[config.mk]
export PLATFORM = sky130hd
export DESIGN_NAME = booth_product_accumulator
export DESIGN_NICKNAME = d
export VERILOG_FILES = /design/src/rtl/booth_pkg.sv /design/src/rtl/booth_product_accumulator_sat_add.sv /design/src/rtl/booth_product_accumulator.sv
export SDC_FILE = /design/constraint.sdc
export NUM_CORES = 1
export LEC_CHECK = 0
export ABC_AREA = 1
export CELL_PAD_IN_SITES_DETAIL_PLACEMENT = 1
export CELL_PAD_IN_SITES_GLOBAL_PLACEMENT = 1
export CORE_MARGIN = 4
export CORE_UTILIZATION = 38
export DETAILED_ROUTE_END_ITERATION = 10
export PLACE_DENSITY = 0.79
export REMOVE_ABC_BUFFERS = 1
export SLEW_MARGIN = 0
export SYNTH_ARGS = -nofsm -noshare
export SYNTH_HDL_FRONTEND = slang
export SYNTH_HIERARCHICAL = 1
export SYNTH_SLANG_ARGS = --single-unit
[constraint.sdc]
create_clock -name clk -period 2.3 [get_ports clk]
set_input_delay 0.575 -clock clk [delete_from_list [all_inputs] [get_ports clk]]
set_output_delay 0.575 -clock clk [all_outputs]
set_load 0.1 [all_outputs]
[src/rtl/booth_pkg.sv]
// Package booth_pkg
//   Definitions shared by the Booth product accumulator and the multiplier bench:
//   default product width, width of the term counter, and the accumulator FSM
//   state type.
package booth_pkg;

  localparam int PROD_W_DEF = 8;  // 4x4 signed multiplier result width
  localparam int CNT_W      = 8;  // term counter / acc_cnt width (NTERMS <= 255)

  typedef enum logic [0:0] {
    ACCUM = 1'b0,  // collecting products
    HOLD  = 1'b1   // finished sum presented, waiting for the sink
  } acc_state_t;

endpackage

[src/rtl/booth_product_accumulator_sat_add.sv]
// Module: sat_add
//   Signed W-bit adder evaluated at W+1 bits and clamped back into the W-bit
//   two's complement range. ovf is high whenever the clamp changed the result.
//   Compiled only when the ACC_SAT_EN macro is defined.
// Ports
//   a, b  in   W  signed addends
//   sum   out  W  clamped signed sum
//   ovf   out  1  clamp applied
`ifdef ACC_SAT_EN
module sat_add #(
  parameter int W = 12
) (
  input  logic signed [W-1:0] a,
  input  logic signed [W-1:0] b,
  output logic signed [W-1:0] sum,
  output logic                ovf
);

  logic signed [W:0] wide;

  assign wide = (W+1)'(a) + (W+1)'(b);

  // The W+1 bit result fits in W bits exactly when its top two bits agree.
  // A 0/1 pattern is positive overflow, 1/0 is negative overflow.
  always_comb begin
    sum = wide[W-1:0];
    ovf = 1'b0;
    if (wide[W] != wide[W-1]) begin
      ovf = 1'b1;
      sum = wide[W] ? {1'b1, {(W-1){1'b0}}} : {1'b0, {(W-1){1'b1}}};
    end
  end

endmodule
`endif

[src/rtl/booth_product_accumulator.sv]
// Module: booth_product_accumulator
//   Sums runs of NTERMS signed products arriving over a valid/ready stream and
//   presents each finished sum on an output valid/ready port, holding it until
//   the sink takes it. A flush pulse ends a non-empty run early.
//   Optional feature macro: ACC_SAT_EN -- saturating accumulation with a sticky
//   per-run overflow flag on acc_ovf. Without it sums wrap and acc_ovf is 0.
// Ports
//   clk         in   1       rising-edge clock
//   rst_n       in   1       synchronous reset, active-low
//   prod_valid  in   1       product present on prod_data
//   prod_data   in   PROD_W  signed product
//   prod_ready  out  1       product accepted this cycle when valid
//   flush       in   1       end the current run early
//   acc_valid   out  1       finished sum on acc_data
//   acc_data    out  ACC_W   signed sum
//   acc_cnt     out  8       number of terms in acc_data
//   acc_ready   in   1       sink takes the sum
//   acc_ovf     out  1       run overflowed (ACC_SAT_EN only)
module booth_product_accumulator
  import booth_pkg::*;
#(
  parameter int PROD_W = PROD_W_DEF,
  parameter int NTERMS = 4,
  parameter int ACC_W  = 12
) (
  input  logic                     clk,
  input  logic                     rst_n,
  input  logic                     prod_valid,
  input  logic signed [PROD_W-1:0] prod_data,
  output logic                     prod_ready,
  input  logic                     flush,
  output logic                     acc_valid,
  output logic signed [ACC_W-1:0]  acc_data,
  output logic [CNT_W-1:0]         acc_cnt,
  input  logic                     acc_ready,
  output logic                     acc_ovf
);

  acc_state_t state, state_next;

  logic signed [ACC_W-1:0] acc;
  logic [CNT_W-1:0]        cnt;

  logic signed [ACC_W-1:0] prod_ext;
  logic signed [ACC_W-1:0] sum_next;
  logic [CNT_W-1:0]        cnt_inc;
  logic                    take;
  logic                    emit;

  // ---------------------------------------------------------------------------
  // Datapath helpers
  // ---------------------------------------------------------------------------
  // Size cast of a signed operand sign-extends it to the accumulator width.
  assign prod_ext = ACC_W'(prod_data);
  assign cnt_inc  = cnt + CNT_W'(1);
  assign take     = prod_valid & prod_ready;

  // A run ends when the accepted term completes it, or on flush if the run
  // (including a term accepted on the same edge) is non-empty.
  assign emit = (state == ACCUM) &&
                ((take && (cnt_inc == CNT_W'(NTERMS))) ||
                 (flush && (take || (cnt != '0))));

`ifdef ACC_SAT_EN
  logic add_ovf;

  sat_add #(
    .W (ACC_W)
  ) u_sat_add (
    .a   (acc),
    .b   (prod_ext),
    .sum (sum_next),
    .ovf (add_ovf)
  );
`else
  assign sum_next = acc + prod_ext;
`endif

  // ---------------------------------------------------------------------------
  // FSM: state register
  // ---------------------------------------------------------------------------
  // NOTE: clocked state uses non-blocking assignments so every flop samples the
  // pre-edge values of the others, independent of process ordering.
  always_ff @(posedge clk) begin
    if (!rst_n) state <= ACCUM;
    else        state <= state_next;
  end

  // ---------------------------------------------------------------------------
  // FSM: next state
  // ---------------------------------------------------------------------------
  // NOTE: every combinational output gets a default before any branch, so no
  // path leaves it unassigned and no latch is inferred.
  always_comb begin
    state_next = state;
    unique case (state)
      ACCUM: if (emit)      state_next = HOLD;
      HOLD:  if (acc_ready) state_next = ACCUM;
      default:              state_next = ACCUM;
    endcase
  end

  // ---------------------------------------------------------------------------
  // FSM: outputs. prod_ready depends only on state, never on prod_valid.
  // ---------------------------------------------------------------------------
  always_comb begin
    prod_ready = 1'b0;
    if (state == ACCUM) prod_ready = 1'b1;
  end

  // ---------------------------------------------------------------------------
  // Accumulator and result registers
  // ---------------------------------------------------------------------------
  // NOTE: there are no memories here, so every register is reset; this keeps
  // the held result defined and drops any partial run on reset.
  always_ff @(posedge clk) begin
    if (!rst_n) begin
      acc       <= '0;
      cnt       <= '0;
      acc_valid <= 1'b0;
      acc_data  <= '0;
      acc_cnt   <= '0;
    end else begin
      if (emit) begin
        // A term accepted on the emitting edge is part of the emitted sum.
        acc_data  <= take ? sum_next : acc;
        acc_cnt   <= take ? cnt_inc  : cnt;
        acc_valid <= 1'b1;
        acc       <= '0;
        cnt       <= '0;
      end else begin
        if (take) begin
          acc <= sum_next;
          cnt <= cnt_inc;
        end
        if (state == HOLD && acc_ready) acc_valid <= 1'b0;
      end
    end
  end

`ifdef ACC_SAT_EN
  logic run_ovf;
  logic ovf_q;

  // run_ovf collects clamps of the run in progress; ovf_q is the copy that
  // travels with the emitted sum.
  always_ff @(posedge clk) begin
    if (!rst_n) begin
      run_ovf <= 1'b0;
      ovf_q   <= 1'b0;
    end else if (emit) begin
      ovf_q   <= run_ovf | (take & add_ovf);
      run_ovf <= 1'b0;
    end else if (take) begin
      run_ovf <= run_ovf | add_ovf;
    end
  end

  assign acc_ovf = ovf_q;
`else
  assign acc_ovf = 1'b0;
`endif

endmodule

==> results.md <==
- Status: finished clean
- Clock Pin Slew Worst Setup and Hold Paths: 90 ps
- Io pins: 36
- Cts-stage hold buffer count: 0
- Setup TNS: 0 ps
- Area grow syn2layout: 27.5%
- CTS Sinks: 42
- Final hold violation count: 0
- Crit path DAT: 2380 ps
- YS warnings: 6
- DR iter-0 viols: 100
- Placed Instances: 478
- Cell chosen for the clock root: clkbuf_8
- Remaining Overflow, GRT: 0
- Synth top area cells: dfxtp_1 (35%), nand2_1 (19%), nand3_1 (7.8%), ha_1 (6.9%), inv_1 (6.5%)
- Primary FF master, synth: dfxtp_1
- Synth Area in XOR/XNOR: 2.59%
- Most frequent cells in the layout: nand2_1 (118), buf_4 (46), dfxtp_1 (42), inv_1 (41), nand3_1 (37)
- Leak Pwr: 1.56 nW
- Yosys top cell area share: 35.5%
- Reg-to-Reg Start: cnt[1]
- Mapped Area: 2370 µm²
- DRC violations left: 0
- # setup viols final: 0
- Final WL: 6610 µm
- Pre-antenna DRT Iters: 4
- HPWL Detailed: 5170 µm
- Synth Area in Adders: 7.71%
- FF-to-FF End: acc[3]
- Post-synthesis compound-gate area fraction: 8.76%
- Final worst slack: 119 ps
- Yosys reg bits: 42
- Largest family of logic cells by synthesized area: simple AND/OR/NAND/NOR gates
- Max-capacitance violation count: 0
- Critical Path Start Type: input pin
- Max Slew Vio Count: 0
- Syn Inst Count: 355
- Final non-filler cell total: 486
- Post-synthesis mux area share: 0%
- Syn avg cell area: 6.68 µm²
- Worst hold-check path type: reg -> reg
- CP Max Fanout: 5
- Cts bufs inserted: 5
- Initial Util: 39.6%
- Largest net degree at the start of global routing: 22
- Worst reg2reg setup slack: 350 ps
- Hold depth: 2
- Tcrit/Tclk final: 94.8%
- DR vias: 2378
- Worst Setup End Kind: register
- Pwr dens: 762 nW/µm²
- Wire per inst: 13.6 µm
- Htree depth: 2
- Nets@finish: 437
- CTS tree: done
- Fraction of registers with async set or reset after synthesis: 0%
- Routability cong.: 0.893
- Post-route ant nets: 0
- Required @ worst endpoint: 2500 ps
- Commonest non-fill, non-tap cell in the layout: nand2_1
- Die height: 87.0 µm
- GRT Total Usage: 19.0%
- Longest Clk Path Bufs: 2
- Number of port buffers: 34
- Hold Startpoint: acc_valid
- Antenna diodes: 0
- Initial antenna violation count: 0
- Dominant cell type by area after synthesis: dfxtp_1
- Via density: 4.89
- Distinct cells, synth: 30
- Vias in the first global route: 2525
- Worst R2R Path Depth: 9
- Worst-Skew Late Latency: 300 ps
- Placeable Area: 5990 µm²
- Max IR drop VDD: 0.488 mV
- Fin Hold WS: 465 ps
- Worst slack at placement: -269 ps
- Die area: 7560 µm²
- # rows: 28
- Synth Area in Simple Gates: 35.7%
- WS Path Type: in -> reg
- Sequential area share after synthesis: 35.5%
- Hold Path Sink: acc_valid
- Fin crit period: 2180 ps
- Die span in x: 87.0 µm
- Post-synth EDFFs: 0
- Share of cells above drive strength 1: 16.3%
- Clock skew: 12.0 ps
- Fmax: 0.459 GHz
- First-pass GRT wire length: 11400 µm
how the worst max path moves through the flow:
| stage | startpoint | endpoint | slack [ps] | depth (start not counted) |
|---|---|---|---|---|
| finish | prod_data[7] | acc_data[10] | 120 | 11 |
| global route | prod_data[7] | acc_data[10] | -20 | 11 |
| CTS | prod_data[0] | acc_data[8] | 20 | 12 |
| detailed placement | prod_data[0] | acc_data[6] | -270 | 10 |
| global placement | prod_data[0] | acc_data[4] | -240 | 11 |
| floorplan | state | acc_cnt[0] | 130 | 11 |
power breakdown:
group | internal (mW) | switching (mW)
Combinational | 0.304 | 0.660
Clock | 0.215 | 0.268
Sequential | 0.805 | 0.0528
flip-flops by register name (all words and copies together), names as in the netlist:
signal / flops
acc_cnt: 8
acc_valid: 1
cnt: 8
state: 1
acc_data: 12
acc: 12
timing repair:
item                                    in CTS  in global routing
endpoints found under the setup margin       0                  8
buffers inserted                             0                  0
gates resized for setup                      0                  7
logic make-up after synthesis:
| group | after synthesis |
|---|---|
| AO/OA/AOI/OAI | 38 |
| XOR/XNOR | 7 |
| adder cells (fa/ha/maj) | 14 |
| buffers and inverters | 54 |
| flip-flops | 42 |
| other | 1 |
| AND/OR/NAND/NOR | 199 |
layout make-up:
type | instances | area [µm²]
timing repair buffer | 60 | 505
multi-input combinational | 259 | 1340
tap | 75 | 93.8
clock inverter | 2 | 13.8
sequential | 42 | 841
fill | 826 | 2970
clock buffer | 6 | 72.6
inverter | 42 | 158
synthesized netlist by cell type, types with 2 or more instances:
library cell    n
buf_4           2
nand2_4         2
buf_6           2
o21a_1          2
buf_2           2
nor2_1         29
ha_1           13
a21oi_1        17
nand2_2         2
nand3b_1        2
xor2_1          6
clkbuf_1        6
inv_1          41
nand3_1        37
nor3_1          2
o21bai_1        3
nand4_1         4
dfxtp_1        42
nand2_1       118
o21ai_0        13
routing by layer:
metal	GRT usage [%]	wire length [µm]	part of all wire, %	vias up
li1	-	-	-	1227
met1	23.1	3020	46	1114
met2	34.4	3280	50	32
met3	3.22	244	3.7	5
met4	4.82	65	0.98	0
met5	0	0	0	-
through the flow:
step / power (mW) / cell area (µm²) / util, %
global placement: 1.81 / 2900 / 48.4
CTS: 2.32 / 2990 / 49.8
detailed placement: 1.83 / 2900 / 48.4
finish: 2.30 / 3020 / 50.4
floorplan: 1.52 / 2300 / -
global route: 2.47 / 3020 / 50.4
critical path: stages:
cell and delay [ps]:
clkdlybuf4s50_1 570, ha_1 430, nand2_1 100, nor2_1 140, nand3_1 130, nand3_1 120, nand2_1 50, nand3_1 90
nand2_1 70, nand2_1 60, nand2_1 40
(Power assumes the default switching activity.)
